[config.mk]
export PLATFORM = sky130hd
export DESIGN_NAME = uart_tx_ctrl
export DESIGN_NICKNAME = d
export VERILOG_FILES = /design/src/rtl/uart_pkg.sv /design/src/rtl/uart_baud_gen.sv /design/src/rtl/uart_tx_ctrl.sv
export SDC_FILE = /design/constraint.sdc
export NUM_CORES = 1
export LEC_CHECK = 0
export BUFFER_PORTS_ARGS = -buffer_cell sky130_fd_sc_hd__buf_2
export CAP_MARGIN = 30
export CORE_MARGIN = 4
export CORE_UTILIZATION = 33
export DETAILED_ROUTE_END_ITERATION = 8
export PLACE_DENSITY = 0.54
export SYNTH_ARGS = -nofsm -noshare
export SYNTH_HDL_FRONTEND = slang
export SYNTH_SLANG_ARGS = --single-unit
[constraint.sdc]
create_clock -name clk -period 3.3 [get_ports clk]
set_input_delay 0.165 -clock clk [delete_from_list [all_inputs] [get_ports clk]]
set_output_delay 0.165 -clock clk [all_outputs]
set_load 0.02 [all_outputs]
[src/rtl/uart_pkg.sv]
// Shared types and constants for the uart transmit path.
// The parity helper is only referenced when UART_PARITY_EN is defined.
package uart_pkg;

  typedef enum logic [2:0] {
    IDLE   = 3'd0,
    START  = 3'd1,
    DATA   = 3'd2,
    PARITY = 3'd3,
    STOP   = 3'd4
  } state_t;

  localparam logic [3:0] DATA_BITS_8 = 4'd8;
  localparam logic [3:0] DATA_BITS_7 = 4'd7;
  localparam int         DIV_DEFAULT = 868;

  function automatic logic calc_parity(input logic [7:0] data, input logic odd);
    return (^data) ^ odd;
  endfunction

endpackage

[src/rtl/uart_baud_gen.sv]
// Bit-period counter: counts 0..DIV-1 and flags the last clock of each bit.
// A synchronous clear holds the count at zero while the sequencer is idle.
import uart_pkg::*;

module uart_baud_gen #(
  parameter int DIV = DIV_DEFAULT
) (
  input  logic clk,
  input  logic arst,
  input  logic clr,
  output logic bit_end
);

  localparam int CW = (DIV > 2) ? $clog2(DIV) : 1;

  logic [CW-1:0] cnt_r;

  assign bit_end = (cnt_r == CW'(DIV - 1));

  // Bit-period counter, wraps on bit_end.
  always_ff @(posedge clk or posedge arst) begin
    if (arst) begin
      cnt_r <= '0;
    end else if (clr || bit_end) begin
      cnt_r <= '0;
    end else begin
      cnt_r <= cnt_r + CW'(1);
    end
  end

endmodule

[src/rtl/uart_tx_ctrl.sv]
// UART transmit sequencer: start, 7/8 data bits LSB first, optional parity, stop.
// Optional parity bit is compiled in with the UART_PARITY_EN macro.
import uart_pkg::*;

module uart_tx_ctrl #(
  parameter int DIV = DIV_DEFAULT
) (
  input  logic       clk,
  input  logic       arst,
  input  logic [7:0] tx_data,
  input  logic       tx_valid,
  output logic       tx_ready,
  input  logic       data_length,
  input  logic       parity_odd,
  output logic       tx,
  output logic       busy
);

  state_t     state_r;
  state_t     next_state_s;
  logic [7:0] shreg_r;
  logic [3:0] nbits_r;
  logic [2:0] bit_idx_r;
  logic       tx_r;
  logic       tx_next_s;
  logic       bit_end_s;
  logic       handshake_s;
  logic       last_bit_s;
  logic [7:0] masked_s;

  assign handshake_s = (state_r == IDLE) && tx_valid;
  assign last_bit_s  = ({1'b0, bit_idx_r} == (nbits_r - 4'd1));
  assign masked_s    = {tx_data[7] & data_length, tx_data[6:0]};
  assign tx_ready    = (state_r == IDLE);
  assign busy        = (state_r != IDLE);
  assign tx          = tx_r;

  uart_baud_gen #(.DIV(DIV)) u_baud (
    .clk     (clk),
    .arst    (arst),
    .clr     (state_r == IDLE),
    .bit_end (bit_end_s)
  );

`ifdef UART_PARITY_EN
  logic parity_r;

  // Parity is computed once from the masked byte; bit 7 is zero in 7-bit mode.
  always_ff @(posedge clk or posedge arst) begin
    if (arst) begin
      parity_r <= 1'b0;
    end else if (handshake_s) begin
      parity_r <= calc_parity(masked_s, parity_odd);
    end else begin
      parity_r <= parity_r;
    end
  end
`else
  logic unused_parity_s;
  assign unused_parity_s = parity_odd;
`endif

  // Next-state and line-level decode; tx is registered from the current state.
  always_comb begin
    next_state_s = state_r;
    tx_next_s    = 1'b1;
    case (state_r)
      IDLE: begin
        tx_next_s = 1'b1;
        if (tx_valid) next_state_s = START;
        else          next_state_s = IDLE;
      end
      START: begin
        tx_next_s = 1'b0;
        if (bit_end_s) next_state_s = DATA;
        else           next_state_s = START;
      end
      DATA: begin
        tx_next_s = shreg_r[0];
        if (bit_end_s && last_bit_s) begin
`ifdef UART_PARITY_EN
          next_state_s = PARITY;
`else
          next_state_s = STOP;
`endif
        end else begin
          next_state_s = DATA;
        end
      end
`ifdef UART_PARITY_EN
      PARITY: begin
        tx_next_s = parity_r;
        if (bit_end_s) next_state_s = STOP;
        else           next_state_s = PARITY;
      end
`endif
      STOP: begin
        tx_next_s = 1'b1;
        if (bit_end_s) next_state_s = IDLE;
        else           next_state_s = STOP;
      end
      default: begin
        tx_next_s    = 1'b1;
        next_state_s = IDLE;
      end
    endcase
  end

  // State and serial-line registers.
  always_ff @(posedge clk or posedge arst) begin
    if (arst) begin
      state_r <= IDLE;
      tx_r    <= 1'b1;
    end else begin
      state_r <= next_state_s;
      tx_r    <= tx_next_s;
    end
  end

  // Frame datapath: latch on handshake, shift LSB-first at each data bit end.
  always_ff @(posedge clk or posedge arst) begin
    if (arst) begin
      shreg_r   <= 8'h00;
      nbits_r   <= 4'd0;
      bit_idx_r <= 3'd0;
    end else if (handshake_s) begin
      shreg_r   <= masked_s;
      nbits_r   <= data_length ? DATA_BITS_8 : DATA_BITS_7;
      bit_idx_r <= 3'd0;
    end else if ((state_r == DATA) && bit_end_s) begin
      shreg_r   <= {1'b0, shreg_r[7:1]};
      bit_idx_r <= bit_idx_r + 3'd1;
    end else begin
      shreg_r   <= shreg_r;
      bit_idx_r <= bit_idx_r;
    end
  end

endmodule
==> summary.txt <==
P_leak -> 0.666 nW
worst path arrival time -> 2270 ps
post-synthesis cell count -> 139
dpl hpwl -> 1.79 mm
antenna viol nets, final -> 0
endpoints failing setup -> 0
Worst Setup EP -> u_baud.cnt_r[6]
Post-CTS Resized -> 0
Mapped Avg Cell Area -> 9.41 um^2
Yosys top cell area share -> 49.8%
Worst path slowest cell -> or4b_4
Final Hold Vio Count -> 0
status -> complete, no violations
Fmax achieved -> 0.473 GHz
RSZ-0062 raised after global routing -> false
H-tree levels -> 1
Yosys top cell by area -> dfrtp_1
WL/cell -> 12.2 um
port bufs -> 14
worst slew pin tran -> 599 ps
placed instance count -> 196
fillers -> 397
TritonCTS Buffers -> 3
power per cell area -> 361 nW/um^2
Syn. warnings -> 0
largest net degree at the start of global routing -> 20
CTS tree -> built
drt first-iter violations -> 34
simple-gate share of the synthesized area -> 27.9%
drt drc -> 0
worst path bufs/invs -> 0
Clock Latency Late Sink -> 280 ps
clock sink count -> 27
skew final -> 8.20 ps
Rows -> 22
Core Area -> 3740 um^2
vias in the first global route -> 990
initial antenna violation count -> 0
Worst Path Required -> 3450 ps
die width -> 70.9 um
Worst R2R Path Depth -> 5
WS Path Type -> flip-flop to flip-flop
#FFs+latches synth -> 27
gpl congestion -> 0.748
Via Count -> 995
Worst path top cell family by delay -> simple AND/OR/NAND/NOR gates
number of cells on the critical path -> 5
Via density -> 4.95
P&R area growth vs syn -> 14.7%
Top FF cell, synth -> dfrtp_1
Syn Std Cell Area -> 1310 um^2
critical-path cell list -> ha_1 > or4b_4 > or3b_1 > nand2_1 > nor2_1
Post-Route WL -> 2.45 mm
Critical Path Sink Type -> flip-flop
die area -> 5030 um^2
critical path peak fanout -> 9
main combinational cell family by area after synthesis -> simple AND/OR/NAND/NOR gates
Max-Cap Viols -> 0
share of cells above drive strength 1 -> 17.0%
largest buffer count on any clock path -> 2
CP startpoint -> u_baud.cnt_r[0]
largest cells by area after synthesis -> dfrtp_1 (50%), nand2_1 (7.5%), nor2_1 (4.9%)
hold path start -> data_length
remaining global-route overflow -> 0
async set-reset flop share out of synthesis -> 100%
adder-cell area share of the yosys netlist -> 1.91%
hold-fix buffer count after cts -> 1
Initial Util -> 34.9%
Final Non-Filler Cells -> 201
reg-to-reg slack, setup -> 1180 ps
max_slew headroom -> 60.0%
synth unique cells -> 32
first-pass GRT wire length -> 4.32 mm
Critical R2R Launch -> u_baud.cnt_r[0]
nets -> 169
maximum VDD drop -> 179 uV
fin. max-slew vios -> 0
CTS root buf -> clkbuf_8
EDFF count, synth -> 0
num ports -> 16
die height -> 70.9 um
Synth Area in Compound Gates -> 7.27%
mux share of post-synthesis cell area -> 1.53%
setup TNS -> 0 ps
total track usage -> 10.8%
post-layout min period -> 2120 ps
post-synthesis sequential area ratio -> 51.8%
reg-to-reg endpoint -> u_baud.cnt_r[6]
Worst path max stage delay -> 500 ps
Antenna Cells -> 0
clk slew on worst S/H paths -> 100 ps
setup repair bufs after CTS -> 0
crit path launch type -> flip-flop
Pre-antenna DRT Iters -> 4
fin crit share -> 64.1%
most frequent cells in the layout -> nand2_1 (26), dfrtp_1 (26), nor2_1 (17)
syn_nets -> 154
Synth Area in XOR/XNOR -> 6.03%
Hold Crit Class -> input pin to flip-flop
worst register-to-register path, stage by stage (launching register included):
cell and delay (ps):
dfrtp_1 410, ha_1 250, or4b_4 500, or3b_1 460, nand2_1 290, nor2_1 90
worst min path at each step:
stage              endpoint  slack, ps  depth (start not counted)
6_report         nbits_r[2]         90                          2
5_1_grt          nbits_r[2]         90                          2
4_1_cts          nbits_r[2]         90                          2
3_5_place_dp   bit_idx_r[2]        250                          2
3_3_place_gp     nbits_r[3]        390                          3
2_1_floorplan  bit_idx_r[0]        220                          1
cells by family (layout without fill, tap and decap cells):
| group | Yosys count | after routing |
|---|---|---|
| buf+inv | 11 | 25 |
| xor+xnor | 9 | 9 |
| flops | 27 | 27 |
| mux | 2 | 2 |
| compound gates | 14 | 14 |
| fa+ha+maj | 2 | 2 |
| simple gates | 74 | 74 |
state kept, by name (all words and copies together), names as in the netlist:
name / cells
bit_idx_r: 3
state_r: 3
shreg_r: 8
nbits_r: 2
u_baud.cnt_r: 10
tx: 1
metrics by stage:
stage / hold slack [ps] / cell area [um^2] / power [mW] / setup WS [ps] / utilization (%)
final: 94.8 / 1500 / 0.542 / 1180 / 40.1
after global routing: 90.7 / 1500 / 0.567 / 1030 / 40.1
after global placement: 386 / 1410 / 0.350 / 1230 / 37.8
after CTS: 89.8 / 1500 / 0.550 / 1160 / 40.1
after floorplan: 217 / 1310 / 0.342 / 1320 / -
after detailed placement: 252 / 1440 / 0.355 / 1220 / 38.5
where the power goes:
group / switching [mW] / total [mW] / leakage [nW] / internal [mW]
clock network: 0.108 / 0.193 / 0.0217 / 0.0858
registers: 0 / 0.331 / 0.338 / 0.331
logic: 0.00916 / 0.0179 / 0.306 / 0.00875
cell type report:
cell class / instances / area (um^2) / area share, %
clock buffer: 3 / 41.3 / 2.75
clock inverter: 1 / 7.51 / 0.500
timing repair buffer: 17 / 115 / 7.67
sequential: 27 / 677 / 45.1
inverter: 4 / 15.0 / 1.00
tap: 48 / 60.1 / 4.00
multi-input combinational: 101 / 584 / 38.9
layer usage:
layer  GRT usage [%]  up-vias  share of wire (%)
met5               0        -                  0
met3            2.27        4                2.8
met1            14.3      476                 46
met4            4.80        0                1.5
li1                -      498                  -
met2            16.9       17                 50
synth_stat cells, types with 2 or more instances:
| master | count |
|---|---|
| a31oi_1 | 7 |
| xor2_1 | 2 |
| nor3_1 | 8 |
| ha_1 | 2 |
| nand2_1 | 26 |
| buf_2 | 4 |
| nor2_1 | 17 |
| mux2i_1 | 2 |
| clkbuf_1 | 3 |
| nand3_1 | 5 |
| dfrtp_1 | 26 |
| nand2b_1 | 4 |
| o21ai_0 | 4 |
| or2_2 | 2 |
| inv_1 | 4 |
| xnor2_1 | 7 |
(Power assumes the default switching activity.)
